===== src/rtl/u712_pkg.sv =====
// Shared definitions for the U712 68000-style bus responder: state encoding
// and the default timing parameters.
package u712_pkg;

    typedef enum logic [2:0] {
        IDLE    = 3'd0,
        STROBE  = 3'd1,
        ACCESS  = 3'd2,
        WAITACK = 3'd3,
        ALIGN   = 3'd4,
        DTACK   = 3'd5,
        TERM    = 3'd6,
        ERR     = 3'd7
    } resp_state_t;

    localparam int WAIT_STATES_DEF = 0;
    localparam int TIMEOUT_DEF     = 200;

endpackage


===== src/rtl/u712_sync2.sv =====
// Two-flop synchronizer bank on the falling clock edge; resets to all ones so
// that active-low strobes start out negated.
module u712_sync2 #(
    parameter int WIDTH = 1
) (
    input  logic             clk,
    input  logic             RESETn,
    input  logic [WIDTH-1:0] d,
    output logic [WIDTH-1:0] q
);

    for (genvar gi = 0; gi < WIDTH; gi++) begin : g_bit
        logic [1:0] stage_reg;

        always_ff @(negedge clk) begin
            if (!RESETn) begin
                stage_reg <= 2'b11;
            end else begin
                stage_reg <= {stage_reg[0], d[gi]};
            end
        end

        assign q[gi] = stage_reg[1];
    end

endmodule


===== src/rtl/u712_m68k_resp.sv =====
// 68000-style bus responder: turns asynchronous master strobes into single-cycle
// local register strobes and returns DTACKn aligned to the C1/C3 phase window.
module u712_m68k_resp
    import u712_pkg::*;
#(
    parameter int WAIT_STATES = WAIT_STATES_DEF,
    parameter int TIMEOUT     = TIMEOUT_DEF
) (
    input  logic        CLK80,
    input  logic        RESETn,
    input  logic        C1,
    input  logic        C3,
    input  logic        ASn,
    input  logic        UDSn,
    input  logic        LDSn,
    input  logic        RnW,
    input  logic        SELn,
    input  logic [6:0]  ADDR,
    input  logic [15:0] DIN,
    output logic [15:0] DOUT,
    output logic        DOEn,
    output logic        DTACKn,
    output logic        BERRn,
    output logic [6:0]  REG_ADDR,
    output logic [15:0] REG_WDATA,
    output logic [1:0]  REG_BE,
    output logic        REG_WR,
    output logic        REG_RD,
    input  logic        REG_ACK,
    input  logic [15:0] REG_RDATA
);

    localparam logic [7:0] TO_LAST = 8'(TIMEOUT - 1);
    localparam logic [1:0] WS_LAST = 2'(WAIT_STATES);

    logic [4:0] sync_q;
    logic       c1_s, c3_s, as_s, uds_s, lds_s;
    logic       win_s, win_rise;

    u712_sync2 #(.WIDTH(5)) u_sync (
        .clk    (CLK80),
        .RESETn (RESETn),
        .d      ({C1, C3, ASn, UDSn, LDSn}),
        .q      (sync_q)
    );

    assign {c1_s, c3_s, as_s, uds_s, lds_s} = sync_q;

    resp_state_t state_reg, state_next;
    logic [7:0]  to_cnt_reg, to_cnt_next;
    logic [1:0]  ws_cnt_reg, ws_cnt_next;
    logic        win_prev_reg;
    logic        rnw_reg, rnw_next;
    logic [6:0]  addr_reg, addr_next;
    logic [15:0] wdata_reg, wdata_next;
    logic [1:0]  be_reg, be_next;
    logic [15:0] dout_reg, dout_next;
    logic        dtack_n_reg, berr_n_reg, doe_n_reg;
    logic        reg_wr_reg, reg_rd_reg;

    // Only the rising edge of the C1&C3 window counts, since one window spans many CLK80 cycles.
    assign win_s    = c1_s & c3_s;
    assign win_rise = win_s & ~win_prev_reg;

    always_comb begin
        state_next  = state_reg;
        to_cnt_next = to_cnt_reg;
        ws_cnt_next = ws_cnt_reg;
        rnw_next    = rnw_reg;
        addr_next   = addr_reg;
        wdata_next  = wdata_reg;
        be_next     = be_reg;
        dout_next   = dout_reg;

        case (state_reg)
            IDLE: begin
                to_cnt_next = 8'd0;
                ws_cnt_next = 2'd0;
                if (!as_s && !SELn) begin
                    state_next = STROBE;
                end
            end
            STROBE: begin
                if (as_s) begin
                    state_next = IDLE;
                end else if (!uds_s || !lds_s) begin
                    state_next = ACCESS;
                    rnw_next   = RnW;
                    addr_next  = ADDR;
                    wdata_next = DIN;
                    be_next    = {~uds_s, ~lds_s};
                end
            end
            ACCESS, WAITACK: begin
                if (to_cnt_reg != 8'hFF) begin
                    to_cnt_next = to_cnt_reg + 8'd1;
                end
                if (as_s) begin
                    state_next = IDLE;
                end else if (REG_ACK) begin
                    if (rnw_reg) begin
                        dout_next = REG_RDATA;
                    end
                    state_next = ALIGN;
                end else if (to_cnt_reg >= TO_LAST) begin
                    state_next = ERR;
                end else begin
                    state_next = WAITACK;
                end
            end
            ALIGN: begin
                if (as_s) begin
                    state_next = IDLE;
                end else if (win_rise) begin
                    if (ws_cnt_reg == WS_LAST) begin
                        state_next = DTACK;
                    end else begin
                        ws_cnt_next = ws_cnt_reg + 2'd1;
                    end
                end
            end
            DTACK: begin
                if (as_s) begin
                    state_next = TERM;
                end
            end
            TERM: begin
                state_next = IDLE;
            end
            ERR: begin
                if (as_s) begin
                    state_next = IDLE;
                end
            end
            default: begin
                state_next = IDLE;
            end
        endcase
    end

    // Bus-side outputs are registered from the next state so they never glitch.
    always_ff @(negedge CLK80) begin
        if (!RESETn) begin
            state_reg    <= IDLE;
            to_cnt_reg   <= 8'd0;
            ws_cnt_reg   <= 2'd0;
            win_prev_reg <= 1'b1;
            rnw_reg      <= 1'b1;
            addr_reg     <= 7'd0;
            wdata_reg    <= 16'd0;
            be_reg       <= 2'b00;
            dout_reg     <= 16'd0;
            dtack_n_reg  <= 1'b1;
            berr_n_reg   <= 1'b1;
            doe_n_reg    <= 1'b1;
            reg_wr_reg   <= 1'b0;
            reg_rd_reg   <= 1'b0;
        end else begin
            state_reg    <= state_next;
            to_cnt_reg   <= to_cnt_next;
            ws_cnt_reg   <= ws_cnt_next;
            win_prev_reg <= win_s;
            rnw_reg      <= rnw_next;
            addr_reg     <= addr_next;
            wdata_reg    <= wdata_next;
            be_reg       <= be_next;
            dout_reg     <= dout_next;
            dtack_n_reg  <= (state_next != DTACK);
            berr_n_reg   <= (state_next != ERR);
            doe_n_reg    <= !((state_next == DTACK) && rnw_next);
            reg_wr_reg   <= (state_next == ACCESS) && !rnw_next;
            reg_rd_reg   <= (state_next == ACCESS) && rnw_next;
        end
    end

    assign DOUT      = dout_reg;
    assign DOEn      = doe_n_reg;
    assign DTACKn    = dtack_n_reg;
    assign BERRn     = berr_n_reg;
    assign REG_ADDR  = addr_reg;
    assign REG_WDATA = wdata_reg;
    assign REG_BE    = be_reg;
    assign REG_WR    = reg_wr_reg;
    assign REG_RD    = reg_rd_reg;

endmodule


===== config.mk =====
export PLATFORM = sky130hd
export DESIGN_NAME = u712_m68k_resp
export DESIGN_NICKNAME = d
export VERILOG_FILES = /design/src/rtl/u712_pkg.sv /design/src/rtl/u712_sync2.sv /design/src/rtl/u712_m68k_resp.sv
export SDC_FILE = /design/constraint.sdc
export NUM_CORES = 1
export LEC_CHECK = 0
export ABC_AREA = 1
export ABC_CLOCK_PERIOD_IN_PS = 1300
export BUFFER_PORTS_ARGS = -buffer_cell sky130_fd_sc_hd__buf_2
export CAP_MARGIN = 20
export CORE_UTILIZATION = 47
export CTS_BUF_LIST = sky130_fd_sc_hd__clkbuf_8
export DETAILED_ROUTE_END_ITERATION = 12
export PLACE_DENSITY = 0.89
export SLEW_MARGIN = 5
export SYNTH_ARGS = -nofsm -noshare
export SYNTH_HDL_FRONTEND = slang
export SYNTH_HIERARCHICAL = 1
export SYNTH_SLANG_ARGS = --single-unit

===== constraint.sdc =====
create_clock -name CLK80 -period 1.3 [get_ports CLK80]
set_input_delay 0.195 -clock CLK80 [delete_from_list [all_inputs] [get_ports CLK80]]
set_output_delay 0.195 -clock CLK80 [all_outputs]
set_load 0.05 [all_outputs]

==> summary.md, run 1 <==
| Metric | Value |
|---|---|
| Synthesized area | `2800 µm²` |
| GPL Wtd Cong | `between 0.9 and 1` |
| Post-synthesis sequential area ratio | `between 50% and 60%` |
| Die Wd | `around 79 µm` |
| Yosys top cell by area | `dfxtp_1` |
| DP HPWL | `about 5.3 mm` |
| H-tree Lvls | `3` |
| Synth top area share | `50.7%` |
| Synthesized instance count | `approximately 360` |
| Status | `did not finish` |
| Synth area leaders | `dfxtp_1 51%, nor2_1 13%, o21ai_0 6.3%` |
| Post-synth EDFFs | `0` |
| Dpl cells | `550` |
| Initial core utilization | `49.7%` |
| CTS Hold Buffers Added | `0` |
| Root buffer cell | `clkbuf_8` |
| # port buffers | `between 90 and 100` |
| Maximum buffer depth of the clock tree | `2` |
| Worst_ep grt | `DOUT[2]` |
| Yosys cell types | `28` |
| Syn Nets | `between 400 and 500` |
| Error msg | `[ERROR DPL-0038] Utilization greater than 100%, impossible to legalize` |
| Ys async rst share | `0%` |
| Syn_area_per_cell | `approximately 7.7 µm²` |
| CTS Sinks | `slightly above 70` |
| Largest net degree at the start of global routing | `31` |
| Die Height | `79.2 µm` |
| Synth Warn # | `6` |
| Stop stage | `global routing (5_1_grt)` |
| Floorplan row count | `27` |
| Worst-path end type | `output port` |
| Predominant post-synthesis flop cell | `dfxtp_1` |
| Num CTS Buffers | `9` |
| I/O pin count | `between 90 and 100` |
| Post-synthesis register bit count | `between 70 and 80` |
-- Yosys cell counts (2+ instances only) --
cell type and number:
nor2_1 95, dfxtp_1 71, nand2_1 46, o21ai_0 35, inv_1 27, nand3_1 13, a21oi_1 11, nor2_2 11
o21ai_1 11, clkbuf_1 7, buf_4 6, inv_2 6, buf_6 5, nand4_1 4, ha_1 2, nor3_1 2
-- kinds of logic after synthesis --
family / count (synthesis) / share of synthesized area [%]
adders and majority gates: 2 / 0.893
and+or+nand+nor: 177 / 27.5
AOI/OAI and AO/OA: 60 / 11.0
buffers and inverters: 54 / 9.87
DFF: 71 / 50.7
-- metrics by stage --
| stage | area [µm²] | worst slack, ps | TNS, ps | hold slack, ps | utilization (%) |
|---|---|---|---|---|---|
| 2_1_floorplan | 3070 | -115 | -1930 | 380 | - |
| 3_3_place_gp | 3720 | -373 | -21520 | 382 | 65.9 |
| 3_5_place_dp | 3720 | -415 | -23300 | 391 | 65.9 |
| 4_1_cts | 4790 | -450 | -19780 | 401 | 84.9 |
-- what timing repair did --
action / 4_1_cts
setup endpoints to repair: 91
resized for setup: 156
gates cloned: 0
pin swaps: 3
setup buffers: 5
==> inputs of run 2 (changes only) <==
ABC_CLOCK_PERIOD_IN_PS = 1700   (was 1300)
CORE_UTILIZATION = 40   (was 47)
CTS_BUF_LIST = default   (was sky130_fd_sc_hd__clkbuf_8)
PLACE_DENSITY = default   (was 0.89)
PLACE_DENSITY_LB_ADDON = 0.15   (was default)
clock period = 1.7 ns   (was 1.3 ns; I/O delays follow)
==> summary.md, run 2 <==
| Metric | Value |
|---|---|
| Status | `finished with violations` |
| Failing checks | `setup timing` |
| Root buffer cell | `clkbuf_8` |
| Initial core utilization | `41.2% (-8.4 points)` |
| Crit path launch type | `flip-flop` |
| DRC Markers | `0` |
| GPL Wtd Cong | `0.727 (-21%)` |
| Final worst slack | `-295 ps` |
| Slowest-stage cell, CP | `dfxtp_2` |
| Antenna Violating Nets Remaining | `0` |
| LEAKAGE | `~2.2 nW` |
| Starting DRT DRC Count | `77` |
| Peak VDD IR | `0.620 mV` |
| Final Max Slew Viols | `0` |
| Dpl cells | `550 (unchanged)` |
| First-pass DRT Iterations | `4` |
| Nets | `594` |
| Antenna violations before repair | `0` |
| Synthesized area | `2800 µm² (unchanged)` |
| GRT overflow | `0` |
| Post-synthesis register bit count | `71 (unchanged)` |
| Non-filler cells, final | `about 640` |
| Relative slew slack | `80.6%` |
| # port buffers | `94 (unchanged)` |
| Maximum buffer depth of the clock tree | `2 (unchanged)` |
| Syn_area_per_cell | `7.70 µm² (unchanged)` |
| Crit path buf inv count | `1` |
| RSZ-0062 raised after global routing | `yes` |
| Final core occ | `between 60 and 70%` |
| Slowest stage delay, CP | `roughly 340 ps` |
| Path type of the worst setup path | `reg2out` |
| Worst-margin pin slew | `roughly 290 ps` |
| Synth top area share | `50.7% (unchanged)` |
| CTS Sinks | `71 (unchanged)` |
| Family with the most delay on the worst path | `flip-flops` |
| Synthesized instance count | `364 (unchanged)` |
| Total track usage | `around a fifth` |
| Hold_ws | `roughly 390 ps` |
| Setup Skew | `between 20 and 30 ps` |
| Synth top cells by count | `95 x nor2_1, 71 x dfxtp_1, 46 x nand2_1` |
| Syn Nets | `415 (unchanged)` |
| Max cap viols | `0` |
| Critical Path AT | `between 1500 and 2000 ps` |
| Final number of hold-violating endpoints | `0` |
| Critical path endpoint category | `primary output` |
| First-pass GRT wire length | `11.4 mm` |
| Predominant post-synthesis flop cell | `dfxtp_1` |
| Largest net degree at the start of global routing | `25` |
| Die Wd | `85.7 µm (+8.2%)` |
| Floorplan row count | `30 (+11%)` |
| CP Cell Sequence | `buf_6` |
| Cell Pwr Density | `between 800 and 900 nW/µm²` |
| Die Height | `85.7 µm (+8.2%)` |
| Core area | `between 6000 and 7000 µm²` |
| Via count | `2890` |
| Ys async rst share | `0% (unchanged)` |
| I/O pin count | `95 (unchanged)` |
| H-tree Lvls | `3 (unchanged)` |
| Area delta synth->final | `56.2%` |
| Setup violators final | `46` |
| Synth area leaders | `dfxtp_1 51%, nor2_1 13%, o21ai_0 6.3%` |
| Clk slew on worst S/H paths | `approximately 50 ps` |
| Synth Warn # | `6 (unchanged)` |
| Worst skew pair latency | `about 400 ps` |
| Commonest non-fill, non-tap cell in the layout | `inv_1` |
| TritonCTS clock tree | `done` |
| Worst Hold Class | `reg2reg` |
| Routed Wire Length | `roughly 6.9 mm` |
| Crit path max fanout | `2` |
| Num CTS Buffers | `9 (unchanged)` |
| CP required | `around 1400 ps` |
| Routed wire length per instance | `around 11 µm` |
| # diodes | `0` |
| DP HPWL | `4.39 mm (-17%)` |
| Die footprint | `about 7300 µm²` |
| Yosys cell types | `28 (unchanged)` |
| Vias in the first global route | `2870` |
| Drt via density | `approximately 4.5` |
| Post-synthesis sequential area ratio | `50.7% (unchanged)` |
| Dpl ws | `-249 ps (+166 ps)` |
| Yosys top cell by area | `dfxtp_1` |
| Layout cell share with drive strength beyond 1 | `roughly 37%` |
| Post-synth EDFFs | `0 (unchanged)` |
| Most frequent cells in the layout | `97 x inv_1, 94 x nor2_1, 48 x buf_2, 46 x dfxtp_2, 46 x nand2_1` |
| Count leader, synth | `nor2_1` |
-- run 2: timing repair --
item / in CTS / in global routing
hold buffers: 0 / 0
resized for setup: 118 / 16
setup buffers: 8 / 1
endpoints found under the setup margin: 46 / 51
-- run 2: final cells by class --
cell class / count / area (µm²)
clock buffer: 9 / 124
clock inverter: 77 / 333
fill: 603 / 2420
inverter: 32 / 121
multi-input combinational: 239 / 1110
sequential: 71 / 1480
tap: 96 / 120
timing repair buffer: 119 / 1090
-- run 2: report_power, final --
part	total (mW)	leakage, nW	internal (mW)	switching [mW]
Clock	1.98	0.480	0.898	1.08
Sequential	1.70	0.595	1.69	0.00785
Combinational	0.160	1.10	0.0768	0.0836
Total	3.84	2.18	2.67	1.17
-- run 2: worst paths after layout --
kind / from / end / slack, ps / depth (start not counted)
max: REG_WDATA[8]$_SDFFE_NN0P_ / REG_WDATA[8] / -300 / 1
min: u_sync/g_bit[4].stage_reg[0]$_SDFF_NN1_ / u_sync/g_bit[4].stage_reg[1]$_SDFF_NN1_ / 390 / 2
max reg2reg: to_cnt_reg[0]$_SDFFE_NN0P_ / to_cnt_reg[4]$_SDFFE_NN0P_ / 210 / 8
min reg2reg: u_sync/g_bit[4].stage_reg[0]$_SDFF_NN1_ / u_sync/g_bit[4].stage_reg[1]$_SDFF_NN1_ / 390 / 2
-- run 2: stage by stage --
stage	TNS, ps	cell area [µm²]	power (mW)
after global routing	-13880	4380	4.14
after floorplan	0	2860	2.07
after CTS	-12950	4310	3.92
final	-12230	4380	3.84
after global placement	-6000	3430	2.14
after detailed placement	-7230	3430	2.14
-- run 2: metal layers --
metal / global-route usage, % / vias up / routed length [µm]
met4: 11.2 / 0 / 44
met5: 0 / - / 0
li1: - / 1506 / -
met1: 19.7 / 1297 / 2820
met3: 9.91 / 6 / 439
met2: 32.0 / 81 / 3560
-- run 2: cell families after synthesis --
kind of cell             Yosys count  share of synthesized area (%)
buffers and inverters             54                           9.87
AND/OR/NAND/NOR                  177                           27.5
AO/OA/AOI/OAI                     60                           11.0
flip-flops                        71                           50.7
adder cells (fa/ha/maj)            2                          0.893
Power figures use the tool's default switching activity.
==> inputs of run 3 (changes only) <==
BUFFER_PORTS_ARGS = default   (was -buffer_cell sky130_fd_sc_hd__buf_2)
DONT_BUFFER_PORTS = 1   (was default)
REMOVE_ABC_BUFFERS = 1   (was default)
==> summary.md, run 3 (same netlist as run 2, synthesis figures left out) <==
| Metric | Value |
|---|---|
| CTS Sinks | `71 (unchanged)` |
| CP required | `1440 ps (about the same)` |
| Initial core utilization | `41.2% (unchanged)` |
| Crit path max fanout | `2 (unchanged)` |
| Failing checks | `setup timing` |
| Routed Wire Length | `6.38 mm (-7.0%)` |
| Layout cell share with drive strength beyond 1 | `29.2% (-8.1 points)` |
| Met3 Track Usage GR | `9.82% (-0.096 points)` |
| Nets | `529 (-11%)` |
| DRC Markers | `0 (unchanged)` |
| Core area | `6790 µm² (unchanged)` |
| Path type of the worst setup path | `reg2out` |
| Final worst slack | `-283 ps (+12.3 ps)` |
| H-tree Lvls | `3 (unchanged)` |
| # port buffers | `0 (-100%)` |
| Status | `finished with violations` |
| Crit path buf inv count | `1 (unchanged)` |
| Routed wire length per instance | `11.0 µm (+3.2%)` |
| Relative slew slack | `77.6% (-3.0 points)` |
| Die footprint | `7340 µm² (unchanged)` |
| Largest net degree at the start of global routing | `59 (+140%)` |
| Worst skew pair latency | `400 ps (about the same)` |
| Worst-margin pin slew | `335 ps (+45.6 ps)` |
| Clk slew on worst S/H paths | `60 ps (about the same)` |
| Crit path launch type | `flip-flop` |
| Num CTS Buffers | `9 (unchanged)` |
| RSZ-0062 raised after global routing | `yes` |
| Dpl ws | `-39.9 ps (+209 ps)` |
| Total track usage | `18.0% (-1.3 points)` |
| First-pass DRT Iterations | `4 (unchanged)` |
| Fillers | `566 (-6.1%)` |
| I/O pin count | `95 (unchanged)` |
| Final Max Slew Viols | `0 (unchanged)` |
| Family with the most delay on the worst path | `flip-flops` |
| Area delta synth->final | `54.6%` |
| # diodes | `0 (unchanged)` |
| Commonest non-fill, non-tap cell in the layout | `inv_1` |
| First-pass GRT wire length | `10.3 mm (-9.2%)` |
| GPL Wtd Cong | `0.879 (+21%)` |
| Gr busiest metal | `met2` |
| Hold_ws | `396 ps (+1.65 ps)` |
| Setup violators final | `46 (unchanged)` |
| Via count | `2674 (-7.5%)` |
| Floorplan row count | `30 (unchanged)` |
| Peak VDD IR | `0.767 mV (+24%)` |
| CTS Hold Buffers Added | `0 (unchanged)` |
| Antenna violations before repair | `0 (unchanged)` |
| Maximum buffer depth of the clock tree | `2 (unchanged)` |
| Critical path endpoint category | `primary output` |
| Cell Pwr Density | `939 nW/µm² (+7.2%)` |
| GRT overflow | `0 (unchanged)` |
| Starting DRT DRC Count | `71 (-7.8%)` |
| Max cap viols | `0 (unchanged)` |
| Most frequent cells in the layout | `97 x inv_1, 94 x nor2_1, 47 x buf_12, 46 x dfxtp_2, 46 x nand2_1` |
| Met1 Use GR | `17.2% (-2.5 points)` |
| Setup Skew | `23.1 ps (-3.92 ps)` |
| LEAKAGE | `1.99 nW (-8.8%)` |
| TritonCTS clock tree | `done` |
| Worst Hold Class | `reg2reg` |
| Drt via density | `4.62 (+2.8%)` |
| Slowest stage delay, CP | `340 ps (about the same)` |
| Root buffer cell | `clkbuf_8` |
| Final number of hold-violating endpoints | `0 (unchanged)` |
| CP Cell Sequence | `buf_12` |
| Slowest-stage cell, CP | `dfxtp_2` |
| GRT met2 Usage | `29.2% (-2.8 points)` |
| Critical Path AT | `1730 ps (about the same)` |
| DP HPWL | `4.28 mm (-2.6%)` |
| Antenna Violating Nets Remaining | `0 (unchanged)` |
| Design Power | `4.07 mW (+6.0%)` |
| Vias in the first global route | `2619 (-8.7%)` |
| Die Height | `85.7 µm (unchanged)` |
| Die Wd | `85.7 µm (unchanged)` |
## run 3: cell count changes in the layout (fill, tap and decap cells not counted), sizes merged
cell | previous run | this run
buf | 119 | 54
bufinv | 1 | 3
inv | 106 | 105
## run 3: layout make-up
class                      instances  area, µm²  area share [%]
multi-input combinational        239       1110            25.6
inverter                          32        121            2.80
clock inverter                    78        384            8.87
timing repair buffer              54        993            22.9
sequential                        71       1480            34.1
tap                               96        120            2.77
clock buffer                       9        124            2.86
## run 3: what timing repair did
action                                  CTS  global route
buffers inserted                          1             0
gates cloned                              0             0
resized for setup                        46             2
endpoints found under the setup margin   46            50
## run 3: path summary, 6_finish.rpt
kind                                            from                                       to  slack [ps]  depth (start not counted)
min reg2reg  u_sync/g_bit[3].stage_reg[0]$_SDFF_NN1_  u_sync/g_bit[3].stage_reg[1]$_SDFF_NN1_         400                          2
min          u_sync/g_bit[3].stage_reg[0]$_SDFF_NN1_  u_sync/g_bit[3].stage_reg[1]$_SDFF_NN1_         400                          2
max reg2reg               to_cnt_reg[0]$_SDFFE_NN0P_               to_cnt_reg[2]$_SDFFE_NN0P_         190                          8
max                             DOUT[6]$_SDFFE_NN0P_                                  DOUT[6]        -280                          1
## run 3: report_power, final
| group | leakage, nW | switching, mW | internal [mW] |
|---|---|---|---|
| logic | 0.888 | 0.0477 | 0.0339 |
| clock network | 0.504 | 1.09 | 1.20 |
| registers | 0.595 | 0.00812 | 1.69 |
## run 3: metal layers
| layer | share of wire, % | vias to the layer above |
|---|---|---|
| li1 | - | 1376 |
| met1 | 40 | 1184 |
| met2 | 49 | 96 |
| met3 | 8.2 | 18 |
| met4 | 2.6 | 0 |
| met5 | 0 | - |
## run 3: stage by stage
stage                     setup TNS (ps)  area, µm²  util [%]  instances
after floorplan                     -710       2650         -        344
after global routing              -13640       4330      63.8        579
after CTS                         -12830       4330      63.7        579
after global placement              -230       3760      55.3        493
final                             -11920       4330      63.8        579
after detailed placement            -362       3760      55.3        493
